$ cat config.mk
export PLATFORM = sky130hd
export DESIGN_NAME = disp_source_sel
export DESIGN_NICKNAME = d
export VERILOG_FILES = /design/src/rtl/disp_source_sel.sv
export SDC_FILE = /design/constraint.sdc
export NUM_CORES = 1
export LEC_CHECK = 0
export CAP_MARGIN = 40
export CORE_MARGIN = 2
export CORE_UTILIZATION = 43
export DETAILED_ROUTE_END_ITERATION = 12
export HOLD_SLACK_MARGIN = 0.05
export PLACE_DENSITY = 0.81
export SLEW_MARGIN = 15
export SYNTH_ARGS = -nofsm -noshare
export SYNTH_HDL_FRONTEND = slang
export SYNTH_SLANG_ARGS = --single-unit
$ cat constraint.sdc
create_clock -name clk -period 2.8 [get_ports clk]
set_clock_uncertainty 0.2 [all_clocks]
set_input_delay 0.56 -clock clk [delete_from_list [all_inputs] [get_ports clk]]
set_output_delay 0.56 -clock clk [all_outputs]
set_load 0.05 [all_outputs]
$ cat src/rtl/disp_source_sel.sv
// Debug-word selector for the 4-digit seven-segment driver: debounced page/half buttons pick a 16-bit slice.
// Optional freeze feature enabled by defining DISP_HOLD_EN (snapshot of all four words on hold entry).

module disp_db #(
  parameter int DB_CYCLES = 1000000,
  parameter int DB_W      = 20
) (
  input  logic clk,
  input  logic rst,
  input  logic i_btn,
  output logic o_pulse
);
  localparam logic [DB_W-1:0] CNT_MAX = DB_W'(DB_CYCLES - 1);

  logic            r_sync1;
  logic            r_sync2;
  logic            r_st;
  logic            r_st_d;
  logic            r_pulse;
  logic [DB_W-1:0] r_cnt;

  always_ff @(posedge clk) begin
    if (rst) begin
      r_sync1 <= 1'b0;
      r_sync2 <= 1'b0;
      r_st    <= 1'b0;
      r_st_d  <= 1'b0;
      r_pulse <= 1'b0;
      r_cnt   <= '0;
    end else begin
      r_sync1 <= i_btn;
      r_sync2 <= r_sync1;
      r_st_d  <= r_st;
      r_pulse <= r_st & ~r_st_d;
      // the counter only advances while the synchronized level disagrees with the accepted state
      if (r_sync2 == r_st) begin
        r_cnt <= '0;
      end else if (r_cnt == CNT_MAX) begin
        r_st  <= r_sync2;
        r_cnt <= '0;
      end else begin
        r_cnt <= r_cnt + 1'b1;
      end
    end
  end

  assign o_pulse = r_pulse;
endmodule

module disp_source_sel #(
  parameter int DB_CYCLES = 1000000,
  parameter int DB_W      = 20
) (
  input  logic        clk,
  input  logic        rst,
  input  logic        btn_page,
  input  logic        btn_half,
  input  logic        btn_hold,
  input  logic [31:0] dbg0,
  input  logic [31:0] dbg1,
  input  logic [31:0] dbg2,
  input  logic [31:0] dbg3,
  output logic [15:0] digit,
  output logic [1:0]  page,
  output logic        half,
  output logic        hold
);
  logic        w_p_page;
  logic        w_p_half;
  logic [31:0] w_word;
  logic [15:0] r_digit;
  logic [1:0]  r_page;
  logic        r_half;

  disp_db #(.DB_CYCLES(DB_CYCLES), .DB_W(DB_W)) u_db_page (
    .clk(clk), .rst(rst), .i_btn(btn_page), .o_pulse(w_p_page)
  );
  disp_db #(.DB_CYCLES(DB_CYCLES), .DB_W(DB_W)) u_db_half (
    .clk(clk), .rst(rst), .i_btn(btn_half), .o_pulse(w_p_half)
  );

  always_ff @(posedge clk) begin
    if (rst) begin
      r_page <= 2'd0;
      r_half <= 1'b0;
    end else if (w_p_page) begin
      r_page <= r_page + 2'd1;
      r_half <= 1'b0;
    end else if (w_p_half) begin
      r_half <= ~r_half;
    end
  end

`ifdef DISP_HOLD_EN
  logic        w_p_hold;
  logic        r_hold;
  logic [31:0] r_snap0;
  logic [31:0] r_snap1;
  logic [31:0] r_snap2;
  logic [31:0] r_snap3;

  disp_db #(.DB_CYCLES(DB_CYCLES), .DB_W(DB_W)) u_db_hold (
    .clk(clk), .rst(rst), .i_btn(btn_hold), .o_pulse(w_p_hold)
  );

  always_ff @(posedge clk) begin
    if (rst) begin
      r_hold  <= 1'b0;
      r_snap0 <= '0;
      r_snap1 <= '0;
      r_snap2 <= '0;
      r_snap3 <= '0;
    end else if (w_p_hold) begin
      r_hold <= ~r_hold;
      if (!r_hold) begin
        r_snap0 <= dbg0;
        r_snap1 <= dbg1;
        r_snap2 <= dbg2;
        r_snap3 <= dbg3;
      end
    end
  end

  always_comb begin
    w_word = '0;
    case (r_page)
      2'd0:    w_word = r_hold ? r_snap0 : dbg0;
      2'd1:    w_word = r_hold ? r_snap1 : dbg1;
      2'd2:    w_word = r_hold ? r_snap2 : dbg2;
      default: w_word = r_hold ? r_snap3 : dbg3;
    endcase
  end

  assign hold = r_hold;
`else
  logic w_unused_hold;
  assign w_unused_hold = btn_hold;

  always_comb begin
    w_word = '0;
    case (r_page)
      2'd0:    w_word = dbg0;
      2'd1:    w_word = dbg1;
      2'd2:    w_word = dbg2;
      default: w_word = dbg3;
    endcase
  end

  assign hold = 1'b0;
`endif

  always_ff @(posedge clk) begin
    if (rst) r_digit <= '0;
    else     r_digit <= r_half ? w_word[31:16] : w_word[15:0];
  end

  assign digit = r_digit;
  assign page  = r_page;
  assign half  = r_half;
endmodule
==> metrics.log, run 1 <==
[metrics] FF-to-FF path depth: 5
[metrics] RSZ-0062 raised after global routing: false
[metrics] hold violation count in the final report: 0
[metrics] worst flop-to-flop path startpoint: page[0]
[metrics] register area share after synthesis: between 30% and 40%
[metrics] launching instance or port of the critical path: page[0]
[metrics] post-CTS resize count: 0
[metrics] wire length of the first global-routing pass: 16330 microns
[metrics] number of global-route vias before repair: 3394
[metrics] most used flip-flop cell after synthesis: sky130_fd_sc_hd__dfxtp_1
[metrics] highest clock rate: 421.1 MHz
[metrics] leakage power: 2.032 nW
[metrics] post-synth top area cell: sky130_fd_sc_hd__dfxtp_1
[metrics] total number of vias: 3513
[metrics] FP Rows: 33
[metrics] Routed Wire Length: 10940 microns
[metrics] Starting Density: 43.74%
[metrics] synth cell count leaders: sky130_fd_sc_hd__dfxtp_1, sky130_fd_sc_hd__nor2_1, sky130_fd_sc_hd__inv_1
[metrics] Top Family by Delay on Critical Path: buffers and inverters
[metrics] area occupied by multi-input gates: 0.001906 sq mm
[metrics] number of flops mapped to enable cells by yosys: 0
[metrics] Max Fanout on Critical Path: 5
[metrics] synth unique cells: 42
[metrics] synthesized netlist net count: 518
[metrics] I/O pin count: 153
[metrics] proportion of register bits with asynchronous set or reset after synthesis: 0%
[metrics] start-to-end type of the worst setup path: reg2out
[metrics] cell types occupying the most area after synthesis: sky130_fd_sc_hd__dfxtp_1, sky130_fd_sc_hd__mux4_2, sky130_fd_sc_hd__a222oi_1, sky130_fd_sc_hd__nor2_1, sky130_fd_sc_hd__xor2_1
[metrics] layout cell share with drive strength beyond 1: about a tenth
[metrics] pin slew with the least headroom to its limit: 0.6786 ns
[metrics] fill cell instance count of the final layout: 638
[metrics] die boundary width: 94.73 microns
[metrics] outcome: completed
[metrics] die height: 94.73 microns
[metrics] final RePlAce weighted congestion: just over 0.8
[metrics] number of levels the H-tree was split into: 3
[metrics] hpwl dp: 8320 microns
[metrics] final cell count without fillers: between 600 and 700
[metrics] power density over the cells: a little over 400 mW/mm^2
[metrics] endpoint of the worst setup timing path: page[0]
[metrics] number of nets with antenna violations after detailed routing: 0
[metrics] number of cells after detailed placement: 620
[metrics] clock transition at the register clock pins on the worst setup and hold paths after CTS: 0.09 ns
[metrics] endpoint required time on the critical path: 2.04 ns
[metrics] Post-Synthesis Cells: 379
[metrics] number of detailed-route iterations in the first pass: 7
[metrics] global-route congestion overflow total: 0
[metrics] number of input and output port buffers inserted: 150
[metrics] Syn-to-layout area delta: 52.17%
[metrics] maximum resistive drop on vdd: 0.2999 mV
[metrics] DRC violation total after the first TritonRoute iteration: about 270
[metrics] CTS sink cnt: 69
[metrics] number of gates on the worst path with buffers counted: 1
[metrics] flip-flop and latch area: 0.001381 sq mm
[metrics] detailed-route wire length per cell: between 15 and 20 microns
[metrics] master of the slowest instance on the critical path: sky130_fd_sc_hd__clkdlybuf4s50_1
[metrics] Worst EP arrival: 1.61 ns
[metrics] Num CTS Buffers: 9
[metrics] combined buffer and inverter count along the critical path: 1
[metrics] Post-Route Utilization: between 60% and 70%
[metrics] share of the clock period used by the worst path: 84.80%
[metrics] crit start category: register
[metrics] setup total negative slack: 0 ns
[metrics] Slew headroom: 54.76%
[metrics] max-slew violations: 0
[metrics] Register-to-Register Setup Slack: between 0.4 and 0.5 ns
[metrics] nets: about 670
[metrics] final period demand of the worst path: 2.375 ns
[metrics] clock latency of the later-clocked register in the worst-skew pair: 0.34 ns
[metrics] number of buffers on the longest clock path: 2
[metrics] most repeated cell in the gate-level netlist after synthesis: sky130_fd_sc_hd__dfxtp_1
[metrics] area share of the leading cell type in the synthesized netlist: 39.02%
[metrics] GRT Util Overall: between 20% and 30%
[metrics] Post-CTS Hold Buffers: 0
[metrics] endpoint of the lowest-slack register-to-register path: digit[7]
[metrics] die outline area: 0.008974 sq mm
[metrics] remaining routing DRC violations: 0
[metrics] cell chain of the critical path: clkdlybuf4s50_1
[metrics] synthesis warning total: 0
[metrics] root buffer cell: sky130_fd_sc_hd__clkbuf_8
[metrics] cell area after synthesis: 0.003540 sq mm
[metrics] largest net degree at the start of global routing: 25
[metrics] count of max-cap constraint violations: 0
[metrics] Seq cells post-synth: 69
[metrics] HP Class: reg2reg
[metrics] antenna violations before repair: 0
[metrics] largest stage delay on the critical path: 0.85 ns
[metrics] Worst Setup End Kind: primary output
[metrics] final setup violation count: 0
[metrics] Antenna diodes: 0
[metrics] CTS tree: yes
[metrics] Post-CTS Setup Bufs: 0
[metrics] Placeable Area: 0.008093 sq mm
[metrics] mean cell area of the mapped netlist: 9.339 sq um
[metrics] average via count per standard cell: 5.524
-- metrics by stage --
stage / cell area, sq um / setup slack, ns / hold slack (ns) / total power (W)
2_1_floorplan: 3540 / 0.4965 / 0.1674 / 0.001130
3_3_place_gp: 5151 / 0.3096 / 0.1717 / 0.001350
3_5_place_dp: 5179 / 0.5138 / 0.1727 / 0.001355
4_1_cts: 5386 / 0.4092 / 0.1899 / 0.002197
5_1_grt: 5386 / 0.3226 / 0.2159 / 0.002265
6_report: 5386 / 0.4255 / 0.1879 / 0.002182
-- cells by family (layout without fill, tap and decap cells) --
family	Yosys count	in the layout	share of synthesized area, %
AO/OA/AOI/OAI	60	60	13.96
XOR/XNOR	29	29	7.176
adder cells (fa/ha/maj)	6	6	2.121
buffers and inverters	64	216	7.140
flip-flops	69	69	39.02
multiplexers	17	17	10.46
other	1	1	0.1059
AND/OR/NAND/NOR	133	133	20.01
-- flip-flops by register name (all words and copies together), names as in the netlist --
| register | cells |
|---|---|
| u_db_page.r_sync2 | 1 |
| u_db_half.r_cnt | 20 |
| u_db_page.o_pulse | 1 |
| u_db_page.r_st_d | 1 |
| u_db_half.r_sync2 | 1 |
| half | 1 |
| u_db_half.r_st_d | 1 |
| page | 2 |
| u_db_page.r_sync1 | 1 |
| digit | 16 |
| u_db_page.r_st | 1 |
| u_db_page.r_cnt | 20 |
| u_db_half.o_pulse | 1 |
| u_db_half.r_st | 1 |
| u_db_half.r_sync1 | 1 |
-- final cells by class --
type	count	area share [%]
tap	105	2.439
clock inverter	6	1.301
sequential	69	25.64
clock buffer	10	2.555
multi-input combinational	246	35.38
inverter	39	2.718
timing repair buffer	161	29.97
-- cells in the final DEF (no fill, tap or decap), drive strengths merged, types with 13 or more instances in the layout --
| cell type | count |
|---|---|
| nand3 | 13 |
| xor2 | 18 |
| inv | 41 |
| clkdlybuf4s50 | 149 |
| mux4 | 16 |
| nor2 | 46 |
| dfxtp | 69 |
| a222oi | 32 |
-- worst min path at each step --
stage | startpoint | endpoint | depth (start not counted)
2_1_floorplan | u_db_half.r_st_d | u_db_half.o_pulse | 1
3_3_place_gp | u_db_page.r_st_d | u_db_page.o_pulse | 1
3_5_place_dp | u_db_half.r_st_d | u_db_half.o_pulse | 1
4_1_cts | u_db_half.r_st_d | u_db_half.o_pulse | 1
5_1_grt | u_db_half.r_st_d | u_db_half.o_pulse | 1
6_report | u_db_half.r_st_d | u_db_half.o_pulse | 1
-- report_power, final --
| part | switching [W] | total (W) | internal [W] |
|---|---|---|---|
| clock network | 0.000405 | 0.000848 | 0.000444 |
| registers | 0.00000526 | 0.00100 | 0.000997 |
| logic | 0.000117 | 0.000332 | 0.000215 |
-- worst reg2reg max path: stages (launching register included) --
cell,delay [ns]
sky130_fd_sc_hd__dfxtp_1,0.42
sky130_fd_sc_hd__ha_1,0.61
sky130_fd_sc_hd__buf_4,0.33
sky130_fd_sc_hd__a222oi_1,0.13
sky130_fd_sc_hd__mux4_2,0.47
sky130_fd_sc_hd__nor2_1,0.10
-- per-layer routing --
metal  global-route usage, %  vias up  part of all wire [%]
li1                        -     1686                     -
met1                   25.29     1635                    37
met2                   40.66      159                    49
met3                   7.981       33                    10
met4                   13.53        0                   4.0
met5                       0        -                     0
No activity file was read; power rests on OpenSTA's default activity.
==> run 2, diff against run 1 <==
--- a/config.mk
+++ b/config.mk
@@ -7,10 +7,10 @@
 export LEC_CHECK = 0
 export CAP_MARGIN = 40
 export CORE_MARGIN = 2
-export CORE_UTILIZATION = 43
+export CORE_UTILIZATION = 38
 export DETAILED_ROUTE_END_ITERATION = 12
 export HOLD_SLACK_MARGIN = 0.05
-export PLACE_DENSITY = 0.81
+export PLACE_DENSITY = 0.76
 export SLEW_MARGIN = 15
 export SYNTH_ARGS = -nofsm -noshare
 export SYNTH_HDL_FRONTEND = slang
==> constraint.sdc (replaced) <==
create_clock -name clk -period 1.95 [get_ports clk]
set_clock_uncertainty 0.2 [all_clocks]
set_input_delay 0.39 -clock clk [delete_from_list [all_inputs] [get_ports clk]]
set_output_delay 0.39 -clock clk [all_outputs]
set_load 0.05 [all_outputs]
==> metrics.log, run 2 (synthesized netlist as in run 1, its figures left out) <==
[metrics] outcome: complete, but fails checks
[metrics] violations in the final reports: setup timing
[metrics] I/O pin count: 153 (unchanged)
[metrics] Worst EP arrival: 2.07 ns (+0.46 ns)
[metrics] number of nets with antenna violations after detailed routing: 0 (unchanged)
[metrics] leakage power: 2.248 nW (+11%)
[metrics] power density over the cells: 545.9 mW/mm^2 (+35%)
[metrics] share of the clock period used by the worst path: 104.8%
[metrics] die height: 100.5 microns (+6.1%)
[metrics] GRT Util Overall: 21.94% (-1.7 points)
[metrics] setup total negative slack: -1.333 ns (-1.333 ns)
[metrics] maximum resistive drop on vdd: 0.2933 mV (-2.2%)
[metrics] count of max-cap constraint violations: 0 (unchanged)
[metrics] Max Fanout on Critical Path: 19 (+14)
[metrics] cell chain of the critical path: or4_4, or4_4, o21ai_4, buf_12, a21oi_1
[metrics] root buffer cell: sky130_fd_sc_hd__clkbuf_8
[metrics] RSZ-0062 raised after global routing: true
[metrics] antenna violations before repair: 0 (unchanged)
[metrics] largest stage delay on the critical path: 0.53 ns (-0.32 ns)
[metrics] wire length of the first global-routing pass: 17090 microns (+4.7%)
[metrics] hold violation count in the final report: 0 (unchanged)
[metrics] CTS tree: yes
[metrics] Starting Density: 38.67% (-5.1 points)
[metrics] largest net degree at the start of global routing: 33 (+32%)
[metrics] endpoint required time on the critical path: 1.98 ns (-0.06 ns)
[metrics] Worst Setup End Kind: register
[metrics] commonest non-fill, non-tap cells in the layout: sky130_fd_sc_hd__clkdlybuf4s50_1, sky130_fd_sc_hd__dfxtp_1, sky130_fd_sc_hd__buf_4
[metrics] Syn-to-layout area delta: 62.25%
[metrics] average via count per standard cell: 5.483 (-0.74%)
[metrics] master of the slowest instance on the critical path: sky130_fd_sc_hd__or4_4
[metrics] DRC violation total after the first TritonRoute iteration: 253 (-5.2%)
[metrics] Antenna diodes: 0 (unchanged)
[metrics] crit start category: register
[metrics] commonest non-fill, non-tap cell in the layout: sky130_fd_sc_hd__clkdlybuf4s50_1
[metrics] Num CTS Buffers: 9 (unchanged)
[metrics] critical path's most frequent cell: sky130_fd_sc_hd__or4_4
[metrics] layout cell share with drive strength beyond 1: 20.18% (+11 points)
[metrics] die outline area: 0.01010 sq mm (+13%)
[metrics] final RePlAce weighted congestion: 0.8405 (+1.0%)
[metrics] nets: 694 (+4.4%)
[metrics] fill cell instance count of the final layout: 739 (+16%)
[metrics] CTS sink cnt: 69 (unchanged)
[metrics] total number of vias: 3679 (+4.7%)
[metrics] worst path setup slack after routing: -0.09317 ns (-0.5187 ns)
[metrics] HP Class: reg2reg
[metrics] Routed Wire Length: 11530 microns (+5.4%)
[metrics] number of levels the H-tree was split into: 3 (unchanged)
[metrics] highest clock rate: ~500 MHz
[metrics] final period demand of the worst path: 2.043 ns
[metrics] Post-Route Utilization: 62.75% (-3.8 points)
[metrics] number of input and output port buffers inserted: 150 (unchanged)
[metrics] die boundary width: 100.5 microns (+6.1%)
[metrics] max-slew violations: 0 (unchanged)
[metrics] FP Rows: 35 (+6.1%)
[metrics] number of global-route vias before repair: 3589 (+5.7%)
[metrics] clock latency of the later-clocked register in the worst-skew pair: 0.35 ns (about the same)
[metrics] number of detailed-route iterations in the first pass: 7 (unchanged)
[metrics] start-to-end type of the worst setup path: reg2reg
[metrics] remaining routing DRC violations: 0 (unchanged)
[metrics] Placeable Area: 0.009153 sq mm (+13%)
[metrics] global-route congestion overflow total: 0 (unchanged)
[metrics] final setup violation count: 20 (+20)
[metrics] hpwl dp: 8442 microns (+1.5%)
[metrics] clock transition at the register clock pins on the worst setup and hold paths after CTS: 0.08 ns (about the same)
[metrics] number of buffers on the longest clock path: 2 (unchanged)
[metrics] detailed-route wire length per cell: 17.18 microns (about the same)
-- run 2: cell types whose count changed in the layout (fill, tap and decap cells not counted), sizes merged --
| cell | delta |
|---|---|
| clkdlybuf4s50 | -18 |
| clkinvlp | +2 |
| buf | +44 |
| clkinv | -1 |
| bufbuf | +1 |
| inv | -1 |
| clkbuf | +2 |
-- run 2: area by class of cell --
cell class	count	area (sq um)	area share (%)
clock buffers	10	137.6	2.397
clock inverters	6	71.32	1.242
inverters	39	146.4	2.549
multi-input cells	246	1953	34.01
flip-flops and latches	69	1394	24.27
well taps	111	138.9	2.418
repair buffers	190	1902	33.12
-- run 2: layer usage --
layer | track usage, % | routed length (microns)
met1 | 23.44 | 4385
met2 | 39.24 | 5728
met3 | 5.964 | 942
met4 | 11.80 | 475
met5 | 0 | 0
-- run 2: what timing repair did --
item	4_1_cts	5_1_grt
buffers inserted	3	1
hold buffers	0	0
resized for setup	1	11
pin swaps	1	4
gates cloned	1	2
setup endpoints to repair	21	38
-- run 2: critical path, delay by kind of cell (launching register included) --
kind                   cells  cell delay [ns]
and+or+nand+nor            2             0.99
DFF                        1             0.33
AOI/OAI and AO/OA          2             0.24
buffers and inverters      1             0.17
-- run 2: final timing paths --
| path | startpoint | end | slack [ns] | cells after the start |
|---|---|---|---|---|
| worst max-delay path | u_db_half.r_cnt[7] | u_db_half.r_cnt[18] | -0.09 | 5 |
| worst min-delay path | u_db_page.r_st_d | u_db_page.o_pulse | 0.19 | 1 |
| worst min register to register | u_db_page.r_st_d | u_db_page.o_pulse | 0.19 | 1 |
| worst max register to register | u_db_half.r_cnt[7] | u_db_half.r_cnt[18] | -0.09 | 5 |
-- run 2: power by group --
part | total, W | leakage, nW | switching [W] | internal (W)
sequential | 0.00144 | 0.565 | 0.00000885 | 0.00143
combinational | 0.000477 | 1.58 | 0.000169 | 0.000307
clock | 0.00122 | 0.0991 | 0.000588 | 0.000634
-- run 2: metrics by stage --
step | total power (W) | std cells | setup WS, ns | hold slack, ns | instance area, sq um
after floorplan | 0.001621 | 379 | -0.08284 | 0.1674 | 3566
after global placement | 0.001936 | 648 | -0.04438 | 0.1728 | 5378
after detailed placement | 0.001946 | 648 | -0.07635 | 0.1792 | 5378
after CTS | 0.003169 | 668 | -0.08816 | 0.1906 | 5644
after global routing | 0.003256 | 671 | -0.1368 | 0.1918 | 5743
final | 0.003135 | 671 | -0.09317 | 0.1870 | 5743
==> run 3, diff against run 2 <==
--- a/config.mk
+++ b/config.mk
@@ -11,6 +11,7 @@
 export DETAILED_ROUTE_END_ITERATION = 12
 export HOLD_SLACK_MARGIN = 0.05
 export PLACE_DENSITY = 0.76
+export SETUP_SLACK_MARGIN = 0.05
 export SLEW_MARGIN = 15
 export SYNTH_ARGS = -nofsm -noshare
 export SYNTH_HDL_FRONTEND = slang
==> metrics.log, run 3 (synthesized netlist as in run 1, its figures left out) <==
[metrics] launching instance or port of the critical path: u_db_half.r_cnt[7]
[metrics] Worst EP arrival: 2.02 ns (-0.05 ns)
[metrics] max-slew violations: 0 (unchanged)
[metrics] die boundary width: 100.5 microns (unchanged)
[metrics] highest clock rate: 499.2 MHz (+2.0%)
[metrics] number of levels the H-tree was split into: 3 (unchanged)
[metrics] hpwl dp: 8574 microns (+1.6%)
[metrics] violations in the final reports: setup timing
[metrics] Antenna diodes: 0 (unchanged)
[metrics] start-to-end type of the worst setup path: reg2reg
[metrics] number of buffers on the longest clock path: 2 (unchanged)
[metrics] Net Sw Frac: 23.20% (-1.2 points)
[metrics] root buffer cell: sky130_fd_sc_hd__clkbuf_8
[metrics] fill cell instance count of the final layout: 731 (-1.1%)
[metrics] Starting Density: 38.67% (unchanged)
[metrics] remaining routing DRC violations: 0 (unchanged)
[metrics] worst slack on hold paths: 0.1868 ns (-0.0002780 ns)
[metrics] commonest non-fill, non-tap cell in the layout: sky130_fd_sc_hd__clkdlybuf4s50_1
[metrics] antenna violations before repair: 0 (unchanged)
[metrics] CTS sink cnt: 69 (unchanged)
[metrics] share of the clock period used by the worst path: 102.7% (-2.0 points)
[metrics] pin slew with the least headroom to its limit: 0.5252 ns
[metrics] CTS tree: yes
[metrics] layout cell share with drive strength beyond 1: 20.65% (+0.47 points)
[metrics] global-route congestion overflow total: 0 (unchanged)
[metrics] setup total negative slack: -0.6964 ns (+0.6368 ns)
[metrics] hold violation count in the final report: 0 (unchanged)
[metrics] worst path setup slack after routing: -0.05332 ns (+0.03985 ns)
[metrics] number of nets with antenna violations after detailed routing: 0 (unchanged)
[metrics] portion of total power attributed to sequential cells: 46.1% (+0.3 points)
[metrics] flip-flop and latch area: 0.001396 sq mm (+0.18%)
[metrics] crit start category: register
[metrics] DRC violation total after the first TritonRoute iteration: 266 (+5.1%)
[metrics] Syn-to-layout area delta: 61.01%
[metrics] die outline area: 0.01010 sq mm (unchanged)
[metrics] detailed-route wire length per cell: 16.94 microns (-1.4%)
[metrics] outcome: complete, but fails checks
[metrics] largest net degree at the start of global routing: 33 (unchanged)
[metrics] Net Switching: 0.0007234 W (-5.6%)
[metrics] power density over the cells: 547.1 mW/mm^2 (+0.22%)
[metrics] portion of total power attributed to the clock network: 38.8% (-0.2 points)
[metrics] maximum resistive drop on vdd: 0.2724 mV (-7.1%)
[metrics] clock latency of the later-clocked register in the worst-skew pair: 0.34 ns (about the same)
[metrics] commonest non-fill, non-tap cells in the layout: sky130_fd_sc_hd__clkdlybuf4s50_1, sky130_fd_sc_hd__dfxtp_1, sky130_fd_sc_hd__buf_4
[metrics] Worst Setup End Kind: register
[metrics] Placeable Area: 0.009153 sq mm (unchanged)
[metrics] total number of vias: 3613 (-1.8%)
[metrics] FP Rows: 35 (unchanged)
[metrics] post-placement worst setup slack: -0.04494 ns (+0.03141 ns)
[metrics] endpoint required time on the critical path: 1.97 ns (about the same)
[metrics] leakage power: 2.249 nW (about the same)
[metrics] beginning of the worst hold path: u_db_page.r_st_d
[metrics] final period demand of the worst path: 2.003 ns (-0.03985 ns)
[metrics] die height: 100.5 microns (unchanged)
[metrics] PnR Total Power: 0.003118 W (-0.54%)
[metrics] final RePlAce weighted congestion: 0.9144 (+8.8%)
[metrics] clock transition at the register clock pins on the worst setup and hold paths after CTS: 0.08 ns (about the same)
[metrics] final setup violation count: 21 (+5.0%)
[metrics] Slew headroom: 64.99%
[metrics] area occupied by multi-input gates: 0.001978 sq mm (+1.3%)
[metrics] cell-internal power: 0.002395 W (+1.1%)
[metrics] Routed Wire Length: 11320 microns (-1.9%)
[metrics] number of global-route vias before repair: 3478 (-3.1%)
[metrics] Max Fanout on Critical Path: 19 (unchanged)
[metrics] HP Class: reg2reg
[metrics] nets: 691 (-0.43%)
[metrics] wire length of the first global-routing pass: 16610 microns (-2.8%)
[metrics] GRT Util Overall: 20.98% (-0.96 points)
[metrics] average via count per standard cell: 5.409 (-1.4%)
[metrics] number of input and output port buffers inserted: 150 (unchanged)
[metrics] RSZ-0062 raised after global routing: true
[metrics] worst flop-to-flop path startpoint: u_db_half.r_cnt[7]
[metrics] Post-CTS Hold Buffers: 0 (unchanged)
[metrics] number of detailed-route iterations in the first pass: 5 (-2)
[metrics] Num CTS Buffers: 9 (unchanged)
[metrics] count of max-cap constraint violations: 0 (unchanged)
[metrics] part of the total power dissipated in combinational logic: 15.1% (about the same)
[metrics] I/O pin count: 153 (unchanged)
## run 3: changes by cell type in the layout (fill, tap and decap cells not counted), sizes merged
cell      change
buf           -1
clkinvlp      -1
bufbuf        -1
## run 3: final timing paths
check,endpoint,slack (ns),depth (start not counted)
max,u_db_half.r_cnt[19],-0.05,5
min,u_db_page.o_pulse,0.19,1
max reg2reg,u_db_half.r_cnt[19],-0.05,5
min reg2reg,u_db_page.o_pulse,0.19,1
## run 3: layer usage
metal  vias up  wire length [microns]  global-route usage (%)
met5         -                      0                       0
met4         0                    412                   11.06
met3        25                    991                   5.479
met2       160                   5727                   38.62
met1      1691                   4185                   21.71
li1       1737                      -                       -
## run 3: area by class of cell
class,count,area share (%)
tap,111,2.437
inverter,39,2.613
timing repair buffer,187,32.07
clock inverter,5,1.010
multi-input combinational,246,34.71
sequential,69,24.50
clock buffer,11,2.656
## run 3: stage by stage
| stage | area (sq um) | util (%) | std cells |
|---|---|---|---|
| global route | 5699 | 62.27 | 668 |
| global placement | 5375 | 58.73 | 649 |
| detailed placement | 5375 | 58.73 | 649 |
| floorplan | 3571 | - | 379 |
| CTS | 5629 | 61.50 | 667 |
| finish | 5699 | 62.27 | 668 |
## run 3: what timing repair did
item / 4_1_cts / 5_1_grt
pin swaps: 2 / 4
setup endpoints to repair: 23 / 40
cloned: 0 / 1
endpoints found under the hold margin: 0 / 0
resized for setup: 7 / 13
setup buffers: 2 / 0
## run 3: critical path, stage by stage (launching register included)
cell,delay [ns]
sky130_fd_sc_hd__dfxtp_2,0.32
sky130_fd_sc_hd__or4_1,0.50
sky130_fd_sc_hd__or4_4,0.46
sky130_fd_sc_hd__o21ai_4,0.18
sky130_fd_sc_hd__buf_12,0.16
sky130_fd_sc_hd__a21oi_1,0.05
## run 3: power by group through the flow
stage | clock network (W) | logic [W] | registers [W]
floorplan | 0 | 0.0000883 | 0.00153
global placement | 0 | 0.000463 | 0.00147
detailed placement | 0 | 0.000469 | 0.00147
CTS | 0.00124 | 0.000471 | 0.00144
global route | 0.00130 | 0.000493 | 0.00144
finish | 0.00121 | 0.000472 | 0.00144
